$ cat src/rtl/mem_stage_ctrl.sv
// MEM-stage controller: decodes the EX/MEM M field, drives a handshaked data-memory port,
// aligns load data, resolves redirects and stalls the pipeline. Optional: MEM_TIMEOUT_EN.
module mem_stage_ctrl #(
  parameter int AW      = 32,
  parameter int TIMEOUT = 255
) (
  input  logic          clk,
  input  logic          rstn,
  input  logic          valid,
  input  logic [9:0]    m_ctl,
  input  logic          zero,
  input  logic [31:0]   aluout,
  input  logic [31:0]   rd2,
  input  logic [31:0]   rd1,
  input  logic [31:0]   jaddr,
  input  logic [31:0]   addres,
  output logic          dm_req,
  output logic          dm_we,
  output logic [AW-1:0] dm_addr,
  output logic [3:0]    dm_be,
  output logic [31:0]   dm_wdata,
  input  logic          dm_ack,
  input  logic [31:0]   dm_rdata,
  output logic [31:0]   ld_data,
  output logic          stall,
  output logic          memwb_w,
  output logic          pc_sel,
  output logic [31:0]   pc_target,
  output logic          align_err
);

  typedef enum logic [1:0] {IDLE, ACCESS, DONE} state_t;

  state_t          state;
  logic [AW-1:0]   addr_q;
  logic            we_q;
  logic [3:0]      be_q;
  logic [31:0]     wdata_q;
  logic [1:0]      lo_q;
  logic [1:0]      size_q;
  logic            sext_q;
  logic            rd_q;
  logic [31:0]     ld_q;

  logic            eval;
  logic            is_mem;
  logic            misal;
  logic            start;
  logic            br_taken;
  logic            timeout;
  logic            unused_ok;

  function automatic logic [3:0] be_of(input logic [1:0] sz, input logic [1:0] lo);
    case (sz)
      2'b10:   be_of = 4'b0001 << lo;
      2'b01:   be_of = lo[1] ? 4'b1100 : 4'b0011;
      default: be_of = 4'b1111;
    endcase
  endfunction

  function automatic logic [31:0] wdata_of(input logic [1:0] sz, input logic [31:0] d);
    case (sz)
      2'b10:   wdata_of = {4{d[7:0]}};
      2'b01:   wdata_of = {2{d[15:0]}};
      default: wdata_of = d;
    endcase
  endfunction

  function automatic logic [31:0] load_align(input logic [1:0] sz, input logic [1:0] lo,
                                             input logic sx, input logic [31:0] d);
    logic [31:0] sh;
    logic [15:0] hw;
    sh = d >> {lo, 3'b000};
    hw = lo[1] ? d[31:16] : d[15:0];
    case (sz)
      2'b10:   load_align = {{24{sx & sh[7]}}, sh[7:0]};
      2'b01:   load_align = {{16{sx & hw[15]}}, hw};
      default: load_align = d;
    endcase
  endfunction

  // Decode of the instruction currently held in EX/MEM
  always_comb begin
    eval     = (state == IDLE) && valid;
    is_mem   = m_ctl[0] | m_ctl[1];
    misal    = (m_ctl[7:6] == 2'b11) ||
               ((m_ctl[7:6] == 2'b01) && aluout[0]) ||
               ((m_ctl[7:6] == 2'b00) && (aluout[1:0] != 2'b00));
    start    = eval && is_mem && !misal;
    br_taken = (m_ctl[2] & zero) | (m_ctl[3] & ~zero);
  end

`ifdef MEM_TIMEOUT_EN
  localparam int CW = ($clog2(TIMEOUT + 1) > 8) ? $clog2(TIMEOUT + 1) : 8;
  logic [CW-1:0] cnt;

  always_ff @(posedge clk or negedge rstn) begin
    if (!rstn)
      cnt <= '0;
    else if (start)
      cnt <= '0;
    else if (state == ACCESS)
      cnt <= cnt + 1'b1;
  end

  // The last ACCESS cycle without ack aborts the access
  assign timeout = (state == ACCESS) && !dm_ack && (cnt == CW'(TIMEOUT - 1));
`else
  assign timeout = 1'b0;
`endif

  assign unused_ok = ^{m_ctl[9], TIMEOUT[0]};

  always_ff @(posedge clk or negedge rstn) begin
    if (!rstn) begin
      state   <= IDLE;
      addr_q  <= '0;
      we_q    <= 1'b0;
      be_q    <= '0;
      wdata_q <= '0;
      lo_q    <= '0;
      size_q  <= '0;
      sext_q  <= 1'b0;
      rd_q    <= 1'b0;
      ld_q    <= '0;
    end else begin
      case (state)
        IDLE: begin
          if (start) begin
            state   <= ACCESS;
            addr_q  <= {aluout[AW-1:2], 2'b00};
            we_q    <= m_ctl[1];
            be_q    <= be_of(m_ctl[7:6], aluout[1:0]);
            wdata_q <= wdata_of(m_ctl[7:6], rd2);
            lo_q    <= aluout[1:0];
            size_q  <= m_ctl[7:6];
            sext_q  <= m_ctl[8];
            rd_q    <= m_ctl[0] & ~m_ctl[1];
            ld_q    <= '0;
          end
        end
        ACCESS: begin
          if (dm_ack) begin
            if (rd_q)
              ld_q <= load_align(size_q, lo_q, sext_q, dm_rdata);
            state <= DONE;
          end else if (timeout) begin
            ld_q  <= '0;
            state <= DONE;
          end
        end
        default: state <= IDLE;
      endcase
    end
  end

  // Port and pipeline-control outputs
  always_comb begin
    dm_req    = (state == ACCESS);
    dm_we     = dm_req & we_q;
    dm_addr   = addr_q;
    dm_be     = be_q;
    dm_wdata  = wdata_q;
    ld_data   = (state == DONE) ? ld_q : 32'h0;
    stall     = start || (state == ACCESS);
    memwb_w   = (eval && (!is_mem || misal)) || (state == DONE);
    align_err = (eval && is_mem && misal) || timeout;
    pc_sel    = eval && (m_ctl[5] || m_ctl[4] || br_taken);
    pc_target = 32'h0;
    if (eval) begin
      if (m_ctl[5])      pc_target = rd1;
      else if (m_ctl[4]) pc_target = jaddr;
      else if (br_taken) pc_target = addres;
    end
  end

endmodule

$ cat config.mk
export PLATFORM = sky130hd
export DESIGN_NAME = mem_stage_ctrl
export DESIGN_NICKNAME = d
export VERILOG_FILES = /design/src/rtl/mem_stage_ctrl.sv
export SDC_FILE = /design/constraint.sdc
export NUM_CORES = 1
export LEC_CHECK = 0
export ABC_AREA = 0
export BUFFER_PORTS_ARGS = -buffer_cell sky130_fd_sc_hd__buf_2
export CAP_MARGIN = 20
export CORE_AREA = 2 2 135 137
export DETAILED_ROUTE_END_ITERATION = 16
export DIE_AREA = 0 0 137 139
export PLACE_DENSITY = 0.68
export SLEW_MARGIN = 20
export SYNTH_ARGS = -nofsm -noshare
export SYNTH_HDL_FRONTEND = slang
export SYNTH_SLANG_ARGS = --single-unit
$ cat constraint.sdc
create_clock -name clk -period 4.2 [get_ports clk]
set_input_delay 0.21 -clock clk [delete_from_list [all_inputs] [get_ports clk]]
set_output_delay 0.21 -clock clk [all_outputs]
set_load 0.05 [all_outputs]
* Yosys cells after proc, flatten, opt, wreduce, memory -nomap -nowiden
Index checks and enable logic that the tools add are counted.
** Storage, ports and cells
- Register bits :: 107
- Output and inout bits :: 138
- Logic and storage cells :: 73
** Operators by class
- Eq/ne operators :: 10
- Shift operators :: 2
- Muxes and demuxes :: 17
- Bitwise logic cells :: 10
- Reductions and logical operators :: 24
** Operators with widths (number)
- two-way mux 32 bit :: 8
- one-hot mux 32 bit (2 select lines) :: 3
- >> shifter 32 x 5 -> 8 bit :: 1
- two-way mux 16 bit :: 1
- == test 2 bit (second input constant) :: 4
- logical AND 1 bit :: 8
- one-hot mux 4 bit (2 select lines) :: 1
- logical OR 1 bit :: 7
- AND 1 bit :: 6
- == test 2 x 1 -> 1 bit (second input constant) :: 3
- zero test 2 bit :: 2
- two-way mux 2 bit :: 2
- two-way mux 4 bit :: 1
- inequality test 2 x 1 -> 1 bit (second input constant) :: 2
- one-hot mux 2 bit (2 select lines) :: 1
- AND reduction 2 bit :: 2
- AND reduction 4 bit :: 1
- nonzero test 2 bit :: 2
- left shift 1 x 2 -> 4 bit (first input constant) :: 1
- zero test 1 bit :: 2
- inequality test 2 bit (second input constant) :: 1
- NOT 1 bit :: 2
- OR 1 bit :: 2

* Depth between registers and ports, before layout
- Depth after elaboration :: 8
- Mapped depth :: 8
- Gate-level depth less buffers :: 6

* Least setup slack after synthesis
Ideal clock, no wire load.
- Kind :: register to output
- Start :: reg state[1]
- End :: out pc_target[10]
- Arrival :: 2.202 ns
- Setup slack :: 1.788 ns
- Cell stages (with the launch flop) :: 5
- Path buffers :: 2
- Cells stage by stage :: dfrtp_1 > or3b_1 > buf_2 > clkbuf_1 > nor3_1
** Between the ends
- Cells in the longest elaborated chain, start to end :: 3
** Ends and longest elaborated chain
- from (decl) :: line 34 : state_t state;
- from (signal assigned) :: line 116 : state <= IDLE;
- from (signal assigned) :: line 130 : state <= ACCESS;
- from (signal assigned) :: line 146 : state <= DONE;
- zero test 2 bit :: line 84 : eval = (state == IDLE) && valid;
- logical AND 1 bit :: line 84
- two-way mux 32 bit :: line 170 : if (eval) begin
- to (decl) :: line 28 : output logic [31:0] pc_target,
No other way between the ends.

* Final worst setup path
- Start :: reg state[1]
- End :: out stall
** Between the ends
- Cells in the longest elaborated chain, start to end :: 5
- Elaborated cells between the ends (all ways) :: 6
** Ends and longest elaborated chain
- zero test 2 bit :: line 84
- logical AND 1 bit :: line 84
- logical AND 1 bit (2 in series) :: line 89 : start = eval && is_mem && !misal;
- logical OR 1 bit (*) :: line 165 : stall = start || (state == ACCESS);
- to (decl) :: line 25 : output logic stall,
Every way passes the cells marked *; elsewhere a longest branch is shown, timed or not.

==> results.json <==
{
  "hold_path_class": "in -> async",
  "antenna_found_initial": 3,
  "cp-start-kind": "flip-flop",
  "area_growth_pct": 36.79,
  "ir_drop_mv": 0.4352,
  "crit_chain": "or3b_1 > a211o_2 > nand2_1 > buf_2",
  "fin_skew_ns": 0.01121,
  "synth_seq_area_share": 0.4601,
  "relSlewSlack": 0.2946,
  "cts_buffers": 9,
  "cts-resized-gates": 0,
  "synth_simple_gate_area_frac": 0.2614,
  "die_w_um": 137,
  "drv_slew": 0,
  "mostFrequentLayoutCells": "340 x buf_2, 170 x nand2_1, 107 x dfrtp_1, 42 x o21ai_0, 41 x a221oi_1",
  "finalSetupViolCount": 0,
  "setup_tns_ns": 0,
  "io_buffer_count": 341,
  "reg2reg_depth": 5,
  "ys_types": 40,
  "mostFrequentLayoutCell": "buf_2",
  "worstReg2RegEnd": "ld_q[30]",
  "grt_usage": 0.2091,
  "design.core.area_sq_um": 17660,
  "drive_gt1_frac": 0.3874,
  "vias": 6069,
  "tritoncts": "built",
  "whs_ns": -0.02616,
  "die_h_um": 139,
  "synth.mux.area_fraction": 0.02301,
  "ys.flop_type": "dfrtp_1",
  "stdcell_count": 1213,
  "power_leakage_uw": 0.004239,
  "cts_num_sinks": 107,
  "r2r_start": "state[1]",
  "synthAdderAreaFrac": 0.01290,
  "synthesis.area_per_instance_sq_um": 8.673,
  "setup_ws_ns": 1.638,
  "dp.cells": 1194,
  "viasPerCell": 5.003,
  "syn-instance-count": 671,
  "clk_pin_slew_ns": 0.08,
  "post-route-period-util": 0.6101,
  "r2r_setup_slack_ns": 1.68,
  "pin_count": 345,
  "finalWeightedCongestion": 0.9161,
  "ys_ff_latch": 107,
  "rsz0062_at_grt": "false",
  "wirelength_mm": 20.39,
  "tightestPinTransition_ns": 1.057,
  "insertion_delay_ns": 0.36,
  "hold_viol": 28,
  "synth_compound_area_frac": 0.1972,
  "grt_pass1_vias": 5739,
  "pre_cts_ws_ns": 1.598,
  "dieArea_sq_um": 19040,
  "max_freq_ghz": 0.3902,
  "finalNetCount": 1189,
  "ys_async_sr_fraction": 1.000,
  "synth_xor_area_frac": 0,
  "power.total_uw": 4727,
  "dr.pass1.iters": 5,
  "violations": "hold timing",
  "cp_max_fo": 43,
  "htree_num_levels": 3,
  "yosys_warnings": 0,
  "synth.cell_area_sq_um": 5819,
  "drv_cap": 0,
  "synth_top_area_share": 0.4601,
  "post_drt_wl_per_cell_um": 16.81,
  "initial_utilization": 0.3296,
  "cp_slowest_stage_delay_ns": 0.64,
  "status": "finished, violations left",
  "crit_arrival_ns": 2.35,
  "cts_root_buffer": "clkbuf_16",
  "fill_cells": 1796,
  "power_density_nw_per_um2": 593.8,
  "grt_pass1_wl_mm": 30.98,
  "num_rows": 49,
  "cpMaxStageDelayCell": "a211o_2",
  "clockBufferDepth": 2,
  "fin_crit_ns": 2.563,
  "ant_nets": 0,
  "synth_top_area_cell": "dfrtp_1",
  "route.detailed.drc": 0,
  "grt_max_degree": 70,
  "place_hpwl_mm": 15.51,
  "drt_iter0_markers": 294,
  "hold_buffers": 0,
  "worst_setup_path_end_kind": "primary output",
  "synth_top_family_by_area": "simple AND/OR/NAND/NOR gates",
  "grt_overflow": 0,
  "synthTopCellsByArea": "dfrtp_1 46%, nand2_1 11%, a221oi_1 6.2%",
  "worstSetupPathType": "reg -> out",
  "cts_setup_buffers": 0,
  "fin_util": 0.4508,
  "synth_edf_count": 0,
  "crit_required_ns": 3.99
}
[cells in the mapped netlist, drive strengths merged, types with 2 or more instances]
master,number
nand2b,26
clkbuf,46
a22o,16
a31oi,10
nor2b,35
ha,6
buf,9
dfrtp,107
a21oi,10
inv,10
a221o,7
o21ai,42
nor2,24
a221oi,41
and2,34
a32o,8
mux2,9
a211o,2
nand2,170
a22oi,8
nor3,34
[cell families (layout without fill, tap and decap cells)]
| logic type | count (synthesis) | in the layout |
|---|---|---|
| AND/OR/NAND/NOR | 327 | 327 |
| AO/OA/AOI/OAI | 154 | 154 |
| flip-flops | 107 | 107 |
| buffers and inverters | 65 | 374 |
| multiplexers | 11 | 11 |
| adder cells (fa/ha/maj) | 6 | 6 |
| other | 1 | 5 |
[final cells by class]
type / count / area [sq um] / share of cell area
multi-input combinational: 500 / 2897 / 0.3639
antenna: 3 / 7.507 / 0.0009431
timing repair buffer: 348 / 1762 / 0.2213
sequential: 107 / 2678 / 0.3364
clock inverter: 7 / 67.56 / 0.008488
inverter: 10 / 37.54 / 0.004716
clock buffer: 9 / 225.2 / 0.02829
tap: 229 / 286.5 / 0.03600
[routing by layer]
layer	track usage	vias to the layer above	wire, um
met2	0.3579	251	10280
met5	0	-	0
li1	-	2949	-
met1	0.2589	2845	8165
met4	0.07271	0	448
met3	0.04313	24	1503
[worst max-delay path: cells and delay by family (launching register included)]
| kind | cells | cell delay, ns |
|---|---|---|
| flops | 1 | 0.38 |
| buf+inv | 1 | 0.30 |
| simple gates | 2 | 0.67 |
| compound gates | 1 | 0.64 |
[state kept, by name (all words and copies together) (netlist names)]
signal,count
dm_addr,30
dm_be,4
dm_wdata,32
ld_q,32
lo_q,2
rd_q,1
sext_q,1
size_q,2
state,2
we_q,1
[how the worst max path moves through the flow]
stage	from	endpoint	depth (start not counted)
floorplan	state[1]	pc_target[10]	4
global placement	m_ctl[7]	dm_addr[3]	8
detailed placement	m_ctl[7]	dm_addr[12]	8
CTS	state[1]	stall	4
global route	state[1]	ld_q[23]	5
finish	state[1]	stall	4
[through the flow]
stage                     hold slack, ns  cell area (sq um)
final                           -0.02616               7960
after global routing             0.03081               7960
after CTS                       0.003784               7945
after detailed placement          0.3925               7652
after global placement            0.3919               7652
after floorplan                 -0.08559               5823
[report_power, final]
part | internal (uW) | switching, uW
clock network | 421 | 430
registers | 1370 | 196
logic | 606 | 1700
total | 2400 | 2330
(Power assumes the default switching activity.)
